--- config.mk ---
export PLATFORM = sky130hd
export DESIGN_NAME = wb_retire_unit_flat
export DESIGN_NICKNAME = d
export VERILOG_FILES = /design/src/rtl/wb_pkg.sv /design/src/rtl/wb_retire_unit_if.sv /design/src/rtl/wb_fifo.sv /design/src/rtl/wb_retire_unit.sv /design/src/flat_wrapper.sv
export SDC_FILE = /design/constraint.sdc
export NUM_CORES = 1
export LEC_CHECK = 0
export CORE_MARGIN = 1
export CORE_UTILIZATION = 40
export CTS_CLUSTER_DIAMETER = 40
export DETAILED_ROUTE_END_ITERATION = 6
export GPL_ROUTABILITY_DRIVEN = 0
export GPL_TIMING_DRIVEN = 0
export PLACE_DENSITY = 0.81
export RECOVER_POWER = 25
export REMOVE_ABC_BUFFERS = 1
export SLEW_MARGIN = 20
export SYNTH_ARGS = -nofsm -noshare
export SYNTH_HDL_FRONTEND = slang
export SYNTH_SLANG_ARGS = --single-unit
--- constraint.sdc ---
create_clock -name clk -period 4.8 [get_ports clk]
set_input_delay 1.2 -clock clk [delete_from_list [all_inputs] [get_ports clk]]
set_output_delay 1.2 -clock clk [all_outputs]
set_load 0.01 [all_outputs]
--- src/rtl/wb_pkg.sv ---
// Shared definitions for the writeback / retire unit: result-select codes and entry layout.
package wb_pkg;

    localparam int unsigned XLEN_DEF = 32;
    localparam int unsigned RAW_DEF  = 5;

    // Result source select carried with each instruction
    localparam logic [1:0] SEL_ALU = 2'b00;
    localparam logic [1:0] SEL_MEM = 2'b01;
    localparam logic [1:0] SEL_CSR = 2'b10;

    // Retire-queue entry at the default widths (MSB first: pc down to ex)
    typedef struct packed {
        logic [XLEN_DEF-1:0] pc;
        logic                gr_we;
        logic [RAW_DEF-1:0]  dest;
        logic [1:0]          sel;
        logic [XLEN_DEF-1:0] result;
        logic                ex;
    } wb_entry_t;

    // Packed entry width for arbitrary datapath / register-address widths
    function automatic int unsigned entry_width(input int unsigned xlen, input int unsigned raw);
        return (2 * xlen) + raw + 4;
    endfunction

endpackage

--- src/rtl/wb_retire_unit_if.sv ---
// MEM-stage entry handshake plus register-file write port of the retire unit.
interface wb_retire_unit_if #(
    parameter int unsigned XLEN = 32,
    parameter int unsigned RAW  = 5
);

    logic            in_valid;
    logic            in_allowin;
    logic [XLEN-1:0] in_pc;
    logic            in_gr_we;
    logic [RAW-1:0]  in_dest;
    logic [1:0]      in_sel;
    logic [XLEN-1:0] in_alu_result;
    logic [XLEN-1:0] in_mem_result;
    logic [XLEN-1:0] in_csr_result;
    logic            in_ex;

    logic            rf_wready;
    logic            rf_we;
    logic [RAW-1:0]  rf_waddr;
    logic [XLEN-1:0] rf_wdata;

    // Pipeline / register-file side
    modport master (
        output in_valid, in_pc, in_gr_we, in_dest, in_sel,
               in_alu_result, in_mem_result, in_csr_result, in_ex,
        input  in_allowin,
        output rf_wready,
        input  rf_we, rf_waddr, rf_wdata
    );

    // Retire unit side
    modport slave (
        input  in_valid, in_pc, in_gr_we, in_dest, in_sel,
               in_alu_result, in_mem_result, in_csr_result, in_ex,
        output in_allowin,
        input  rf_wready,
        output rf_we, rf_waddr, rf_wdata
    );

endinterface

--- src/rtl/wb_fifo.sv ---
// Generic synchronous FIFO with a flush input that empties it on the next edge.
module wb_fifo #(
    parameter int unsigned WIDTH = 8,
    parameter int unsigned DEPTH = 2
) (
    input  logic                     clk,
    input  logic                     resetn,
    input  logic                     i_push,
    input  logic [WIDTH-1:0]         i_wdata,
    input  logic                     i_pop,
    input  logic                     i_flush,
    output logic [WIDTH-1:0]         o_rdata,
    output logic                     o_valid,
    output logic [$clog2(DEPTH):0]   o_count
);

    localparam int unsigned PTR_W = $clog2(DEPTH);
    localparam int unsigned CNT_W = $clog2(DEPTH) + 1;

    logic [WIDTH-1:0] r_mem [DEPTH];
    logic [PTR_W-1:0] r_wptr;
    logic [PTR_W-1:0] r_rptr;
    logic [CNT_W-1:0] r_count;

    logic w_full;
    logic w_do_push;
    logic w_do_pop;

    // A push into a full FIFO or a pop from an empty one is ignored
    assign w_full    = (r_count == CNT_W'(DEPTH));
    assign w_do_push = i_push && !w_full;
    assign w_do_pop  = i_pop && (r_count != '0);

    // Pointers wrap naturally since DEPTH is a power of two; count separates full from empty
    always_ff @(posedge clk) begin
        if (!resetn || i_flush) begin
            r_wptr  <= '0;
            r_rptr  <= '0;
            r_count <= '0;
        end else begin
            if (w_do_push) begin
                r_wptr <= r_wptr + PTR_W'(1);
            end
            if (w_do_pop) begin
                r_rptr <= r_rptr + PTR_W'(1);
            end
            case ({w_do_push, w_do_pop})
                2'b10:   r_count <= r_count + CNT_W'(1);
                2'b01:   r_count <= r_count - CNT_W'(1);
                default: r_count <= r_count;
            endcase
        end
    end

    // Entry storage; contents are qualified by the count so it needs no reset
    always_ff @(posedge clk) begin
        if (w_do_push) begin
            r_mem[r_wptr] <= i_wdata;
        end
    end

    assign o_rdata = r_mem[r_rptr];
    assign o_valid = (r_count != '0);
    assign o_count = r_count;

endmodule

--- src/rtl/wb_retire_unit.sv ---
// Writeback retire unit: queues MEM-stage results, writes the RF in order,
// raises an exception flush and counts retired instructions.
module wb_retire_unit
    import wb_pkg::*;
#(
    parameter int unsigned XLEN  = XLEN_DEF,
    parameter int unsigned DEPTH = 2,
    parameter int unsigned RAW   = RAW_DEF
) (
    input  logic                     clk,
    input  logic                     resetn,
    wb_retire_unit_if.slave          bus,
    output logic [RAW-1:0]           fwd_dest,
    output logic                     fwd_is_load,
    output logic [XLEN-1:0]          fwd_data,
    output logic                     flush,
    output logic [XLEN-1:0]          flush_pc,
    output logic [63:0]              instret,
    output logic [$clog2(DEPTH):0]   occupancy,
    output logic [XLEN-1:0]          debug_wb_pc,
    output logic [3:0]               debug_wb_rf_we,
    output logic [RAW-1:0]           debug_wb_rf_wnum,
    output logic [XLEN-1:0]          debug_wb_rf_wdata
);

    localparam int unsigned CNT_W   = $clog2(DEPTH) + 1;
    localparam int unsigned ENTRY_W = entry_width(XLEN, RAW);

    logic [XLEN-1:0]    w_sel_result;
    logic               w_push;
    logic [ENTRY_W-1:0] w_enq_data;
    logic [ENTRY_W-1:0] w_head_data;
    logic               w_head_valid;
    logic [CNT_W-1:0]   w_count;

    logic [XLEN-1:0]    w_h_pc;
    logic               w_h_gr_we;
    logic [RAW-1:0]     w_h_dest;
    logic [1:0]         w_h_sel;
    logic [XLEN-1:0]    w_h_result;
    logic               w_h_ex;

    logic               w_retire;
    logic               w_flush;
    logic               w_rf_we;
    logic [63:0]        r_instret;

    // Pick the instruction result once, at enqueue time
    always_comb begin
        w_sel_result = bus.in_alu_result;
        case (bus.in_sel)
            SEL_ALU: w_sel_result = bus.in_alu_result;
            SEL_MEM: w_sel_result = bus.in_mem_result;
            SEL_CSR: w_sel_result = bus.in_csr_result;
            default: w_sel_result = bus.in_alu_result;
        endcase
    end

    // Acceptance depends only on the registered count, never on rf_wready
    assign bus.in_allowin = (w_count < CNT_W'(DEPTH));
    assign w_push         = bus.in_valid && bus.in_allowin;
    assign w_enq_data     = {bus.in_pc, bus.in_gr_we, bus.in_dest, bus.in_sel,
                             w_sel_result, bus.in_ex};

    wb_fifo #(
        .WIDTH (ENTRY_W),
        .DEPTH (DEPTH)
    ) u_fifo (
        .clk     (clk),
        .resetn  (resetn),
        .i_push  (w_push),
        .i_wdata (w_enq_data),
        .i_pop   (w_retire),
        .i_flush (w_flush),
        .o_rdata (w_head_data),
        .o_valid (w_head_valid),
        .o_count (w_count)
    );

    assign {w_h_pc, w_h_gr_we, w_h_dest, w_h_sel, w_h_result, w_h_ex} = w_head_data;

    // Head leaves on an exception, when it has nothing to write, or when the RF grants
    assign w_retire = w_head_valid && (w_h_ex || !w_h_gr_we || bus.rf_wready);
    assign w_flush  = w_head_valid && w_h_ex;
    assign w_rf_we  = w_head_valid && w_h_gr_we && !w_h_ex;

    // Count every retire that is not an exception, wrapping at 2^64
    always_ff @(posedge clk) begin
        if (!resetn) begin
            r_instret <= '0;
        end else if (w_retire && !w_h_ex) begin
            r_instret <= r_instret + 64'd1;
        end
    end

    assign bus.rf_we    = w_rf_we;
    assign bus.rf_waddr = w_h_dest;
    assign bus.rf_wdata = w_h_result;

    assign fwd_dest     = w_rf_we ? w_h_dest : RAW'(0);
    assign fwd_is_load  = w_head_valid && (w_h_sel == SEL_MEM);
    assign fwd_data     = w_h_result;

    assign flush        = w_flush;
    assign flush_pc     = w_flush ? w_h_pc : XLEN'(0);
    assign instret      = r_instret;
    assign occupancy    = w_count;

    assign debug_wb_pc       = w_h_pc;
    assign debug_wb_rf_we    = {4{w_rf_we && bus.rf_wready}};
    assign debug_wb_rf_wnum  = w_h_dest;
    assign debug_wb_rf_wdata = w_h_result;

endmodule

--- src/flat_wrapper.sv ---
// flat-port wrapper written by rule: the top's interface ports become plain ports
module wb_retire_unit_flat import wb_pkg::*;
#(
    parameter int unsigned XLEN  = XLEN_DEF,
    parameter int unsigned DEPTH = 2,
    parameter int unsigned RAW   = RAW_DEF
)
  (clk, resetn, fwd_dest, fwd_is_load, fwd_data, flush, flush_pc, instret, occupancy, debug_wb_pc, debug_wb_rf_we, debug_wb_rf_wnum, debug_wb_rf_wdata, bus_in_valid, bus_in_pc, bus_in_gr_we, bus_in_dest, bus_in_sel, bus_in_alu_result, bus_in_mem_result, bus_in_csr_result, bus_in_ex, bus_in_allowin, bus_rf_wready, bus_rf_we, bus_rf_waddr, bus_rf_wdata);
  wb_retire_unit_if #(.XLEN(XLEN), .RAW(RAW)) bus_i ();
  input  logic clk;
  input  logic resetn;
  output logic [RAW-1:0] fwd_dest;
  output logic fwd_is_load;
  output logic [XLEN-1:0] fwd_data;
  output logic flush;
  output logic [XLEN-1:0] flush_pc;
  output logic [63:0] instret;
  output logic [$clog2(DEPTH):0] occupancy;
  output logic [XLEN-1:0] debug_wb_pc;
  output logic [3:0] debug_wb_rf_we;
  output logic [RAW-1:0] debug_wb_rf_wnum;
  output logic [XLEN-1:0] debug_wb_rf_wdata;
  input wire logic [$bits(bus_i.in_valid)-1:0] bus_in_valid;
  input wire logic [$bits(bus_i.in_pc)-1:0] bus_in_pc;
  input wire logic [$bits(bus_i.in_gr_we)-1:0] bus_in_gr_we;
  input wire logic [$bits(bus_i.in_dest)-1:0] bus_in_dest;
  input wire logic [$bits(bus_i.in_sel)-1:0] bus_in_sel;
  input wire logic [$bits(bus_i.in_alu_result)-1:0] bus_in_alu_result;
  input wire logic [$bits(bus_i.in_mem_result)-1:0] bus_in_mem_result;
  input wire logic [$bits(bus_i.in_csr_result)-1:0] bus_in_csr_result;
  input wire logic [$bits(bus_i.in_ex)-1:0] bus_in_ex;
  output wire logic [$bits(bus_i.in_allowin)-1:0] bus_in_allowin;
  input wire logic [$bits(bus_i.rf_wready)-1:0] bus_rf_wready;
  output wire logic [$bits(bus_i.rf_we)-1:0] bus_rf_we;
  output wire logic [$bits(bus_i.rf_waddr)-1:0] bus_rf_waddr;
  output wire logic [$bits(bus_i.rf_wdata)-1:0] bus_rf_wdata;
  assign bus_i.in_valid = bus_in_valid;
  assign bus_i.in_pc = bus_in_pc;
  assign bus_i.in_gr_we = bus_in_gr_we;
  assign bus_i.in_dest = bus_in_dest;
  assign bus_i.in_sel = bus_in_sel;
  assign bus_i.in_alu_result = bus_in_alu_result;
  assign bus_i.in_mem_result = bus_in_mem_result;
  assign bus_i.in_csr_result = bus_in_csr_result;
  assign bus_i.in_ex = bus_in_ex;
  assign bus_in_allowin = bus_i.in_allowin;
  assign bus_i.rf_wready = bus_rf_wready;
  assign bus_rf_we = bus_i.rf_we;
  assign bus_rf_waddr = bus_i.rf_waddr;
  assign bus_rf_wdata = bus_i.rf_wdata;
  wb_retire_unit #(.XLEN(XLEN), .DEPTH(DEPTH), .RAW(RAW)) u_core (.clk(clk), .resetn(resetn), .bus(bus_i), .fwd_dest(fwd_dest), .fwd_is_load(fwd_is_load), .fwd_data(fwd_data), .flush(flush), .flush_pc(flush_pc), .instret(instret), .occupancy(occupancy), .debug_wb_pc(debug_wb_pc), .debug_wb_rf_we(debug_wb_rf_we), .debug_wb_rf_wnum(debug_wb_rf_wnum), .debug_wb_rf_wdata(debug_wb_rf_wdata));
endmodule
==> flow_results.org <==
** Final layout
- In the final layout, the share of cells above drive strength 1 is 11.7%.
- Post-route core utilization :: 60.2%
- Number of inserted filler cells in the final layout :: 1953
- Area of all placed cells without fillers :: 14700 sq um
- Relative to the synthesized area, the layout overhead comes to 47.3%.
- Final net count :: 1315

** Setup path
- Data arrives at the worst endpoint at 4.27 ns.
- Along the worst path, the maximum fanout reaches 24.
- STA classifies the critical path endpoint as a flop.
- Launch point of the worst path :: bus_in_valid
- The worst register-to-register path begins at u_core.u_fifo.o_count[1].
- Startpoint type of the worst setup path :: primary input
- The worst setup path is of the in -> reg kind.
- Data on the critical path is required at its endpoint by 4.93 ns.

** Floorplan
- Cell Rows :: 57
- The total area inside the core boundary comes to 24400 sq um.
- Die Y :: 160 microns
- Starting density of the core :: 40.9%
- The floorplan step set the die width to 160 microns.
- Die ar. :: 25600 sq um
- 390 I/O pins were placed.

** Synthesis
- Complex-gate fraction of the synthesized area :: 9.75%
- Mapped Avg Cell Area :: 11.6 sq um
- The commonest cells after synthesis are sky130_fd_sc_hd__edfxtp_1 (146), sky130_fd_sc_hd__buf_4 (72), sky130_fd_sc_hd__dfxtp_1 (69), sky130_fd_sc_hd__mux2_2 (69), sky130_fd_sc_hd__nand2_1 (58).
- Dominant combinational cell family by area after synthesis :: simple AND/OR/NAND/NOR gates
- Async S/R FF share, synth :: 0%
- The synthesized design devotes to its leading area cell type 44.0% of total area.
- The mapped netlist covers 9970 sq um.
- In the synthesized netlist, mux cells make up 8.09% of the area.
- The synthesized design contains 215 register bits.
- Count of warnings emitted by yosys :: 0
- Yosys instantiated no cell more often than sky130_fd_sc_hd__edfxtp_1.
- Adder-Cell Fraction of Synth Area :: 0.502%
- The synthesized design contains 146 enable-type register cells.
- For this run, the leading register cell type out of synthesis is sky130_fd_sc_hd__edfxtp_1.
- Area leader, netlist :: sky130_fd_sc_hd__edfxtp_1
- Simple-gate share of the synthesized area :: 14.1%
- The synthesized netlist contains 41 unique library cells.
- Synth Instances :: 859
- Summing the areas of all xor and xnor instances in the mapped netlist gives 1.93% of the synthesized area.
- Sequential-to-total area share from yosys stat :: 57.8%
- Ranking of synthesized cells by area :: sky130_fd_sc_hd__edfxtp_1 (44%), sky130_fd_sc_hd__dfxtp_1 (14%), sky130_fd_sc_hd__mux2_2 (7.8%)

** Min path
- The worst hold path belongs to the class reg -> reg.
- In this run the most critical hold path is launched from u_core.instret[63].

** Run status
- Violations in the final reports :: max-capacitance violations, max-slew violations
- Outcome :: finished with violations

** Global route
- Entering global routing, the biggest net connects 65 pins.
- Wire length of the first global-routing pass :: 42.4 mm
- GR Util All Layers :: 21.0%
- The number of antenna violations at the first check in global routing is 7.
- Number of global-route vias before repair :: 7707
- For this run the aggregate overflow at the end of global routing stands at 0.

** STA
- Setup repair after global routing left no endpoint under its margin.
- Static timing analysis puts the maximum clock frequency at 242 MHz.
- Number of max-slew violations in the final report :: 36
- Final worst path period share :: 86.1%
- Across the routed clock network, the largest skew measured is 0.00873 ns.
- The final count of hold timing violations came to 0.
- Worst-margin pin slew :: 1.80 ns
- On the final layout, the worst hold slack is 0.481 ns.
- Once routing completed, OpenROAD measured the worst setup slack at 0.666 ns.
- Setup Viol. Count Final :: 0
- Final critical delay including setup and external delays :: 4.13 ns
- Measured against its own limit, the worst slew margin works out to -20.3%.

** Clock tree
- Clock-pin slew was measured on the worst setup and hold paths at 0.06 ns.
- After clock tree synthesis, the repair step resized 0 gates.
- The tree is rooted in a sky130_fd_sc_hd__clkbuf_16.
- Clock tree from TritonCTS :: yes
- The later pin in the worst-skew pair is clocked with a latency of 0.53 ns.
- After clock tree synthesis, the flow added hold-fix buffers numbering 0.
- Buffers inserted during clock tree synthesis total 30.
- H-tree depth :: 1
- Post-CTS timing repair inserted 0 buffers for setup.
- In this run the deepest clock path goes through 3 buffers.
- CTS saw 215 sinks.

** Drt
- Dividing the detail-routed wire length by the instance count gives 18.3 microns.
- Drc violations :: 0
- After detailed routing, the number of vias per cell comes to 5.18.
- Routed Antenna Nets :: 0
- Routed Wire Length :: 27.9 mm
- The routed layout has 7901 vias.
- For this block, the initial DRC count from the detailed router was 503.
- The pre-antenna-repair detailed-routing pass consisted of 5 iterations.

** Placed design
- IO buf count :: 389
- Summed over all nets, the half-perimeter wirelength after detailed placement is 20.3 mm.
- Placement-stage cell area :: 13700 sq um
- Setup Slack @ Placement :: 0.525 ns

** Power
- Power density normalized to cell area :: 491 nW/um^2
- VDD sags by at most 0.351 mV.
- Static leakage power :: 4.91 nW
- Power comes to 7.21 mW.

** Job
- Max-cap violations in this run came to 1.
## per-layer routing
| metal | part of all wire [%] | wire (microns) | global-route usage [%] | vias to the layer above |
|---|---|---|---|---|
| li1 | - | - | - | 3762 |
| met1 | 38 | 10700 | 23.8 | 3780 |
| met2 | 51 | 14300 | 37.5 | 288 |
| met4 | 4.1 | 1140 | 9.91 | 0 |
| met5 | 0 | 0 | 0 | - |
| met3 | 6.3 | 1770 | 4.81 | 71 |
## cell families (layout without fill, tap and decap cells)
family,Yosys count,in the layout
simple gates,254,254
flops,215,215
compound gates,160,160
buf+inv,132,467
mux,72,72
xor+xnor,22,22
fa+ha+maj,4,4
other cells,0,6
## critical path: stages
cell and delay (ns):
sky130_fd_sc_hd__dlygate4sd3_1 0.55, sky130_fd_sc_hd__nand2_1 0.11, sky130_fd_sc_hd__nor2_1 0.23, sky130_fd_sc_hd__clkbuf_1 1.06, sky130_fd_sc_hd__clkbuf_1 1.10
## metrics by stage
stage / TNS [ns] / instances
4_1_cts: 0 / 1517
5_1_grt: 0 / 1524
3_3_place_gp: -271.38 / 1455
3_5_place_dp: 0 / 1461
6_report: 0 / 1524
2_1_floorplan: -3.76 / 742
## layout make-up
class / count / area (sq um) / area share (%)
Clock buffer: 31 / 776 / 5.28
Inverter: 15 / 57.6 / 0.392
Multi-Input combinational cell: 512 / 3430 / 23.4
Sequential cell: 215 / 5770 / 39.3
Timing Repair Buffer: 396 / 4000 / 27.2
Tap cell: 324 / 405 / 2.76
Clock inverter: 25 / 234 / 1.59
Antenna cell: 6 / 15.0 / 0.102
## placed cells by master (no fill, tap or decap), drive strengths merged, types with 33 or more instances in the layout
cell type / synthesis / final
a21oi: 45 / 45
clkbuf: 33 / 33
clkdlybuf4s50: 0 / 346
dfxtp: 69 / 69
dlygate4sd3: 0 / 43
edfxtp: 146 / 146
mux2: 69 / 69
nand2: 58 / 58
nor2: 38 / 38
nor2b: 37 / 37
o21ai: 51 / 51
## worst paths after layout
check | cells after the start | to | slack [ns]
worst max-delay path | 5 | u_core.u_fifo.r_mem[0][57] | 0.67
worst max register to register | 5 | u_core.u_fifo.r_mem[0][57] | 1.39
worst min register to register | 2 | u_core.instret[63] | 0.48
worst min-delay path | 2 | u_core.instret[63] | 0.48
## power breakdown
part | leakage (nW) | internal, mW | switching [mW] | total, mW
Sequential | 1.94 | 2.27 | 0.101 | 2.37
Combinational | 2.49 | 1.48 | 1.19 | 2.67
Clock | 0.484 | 1.31 | 0.862 | 2.17
Total | 4.91 | 5.06 | 2.15 | 7.21
## registers in the layout (all words and copies together) (netlist names), named ones only
| name | cells |
|---|---|
| u_core.u_fifo.r_mem | 146 |
| u_core.instret | 64 |
| u_core.u_fifo.o_count | 2 |
| u_core.u_fifo.r_rptr | 1 |
| u_core.u_fifo.r_wptr | 1 |
(Power assumes the default switching activity.)
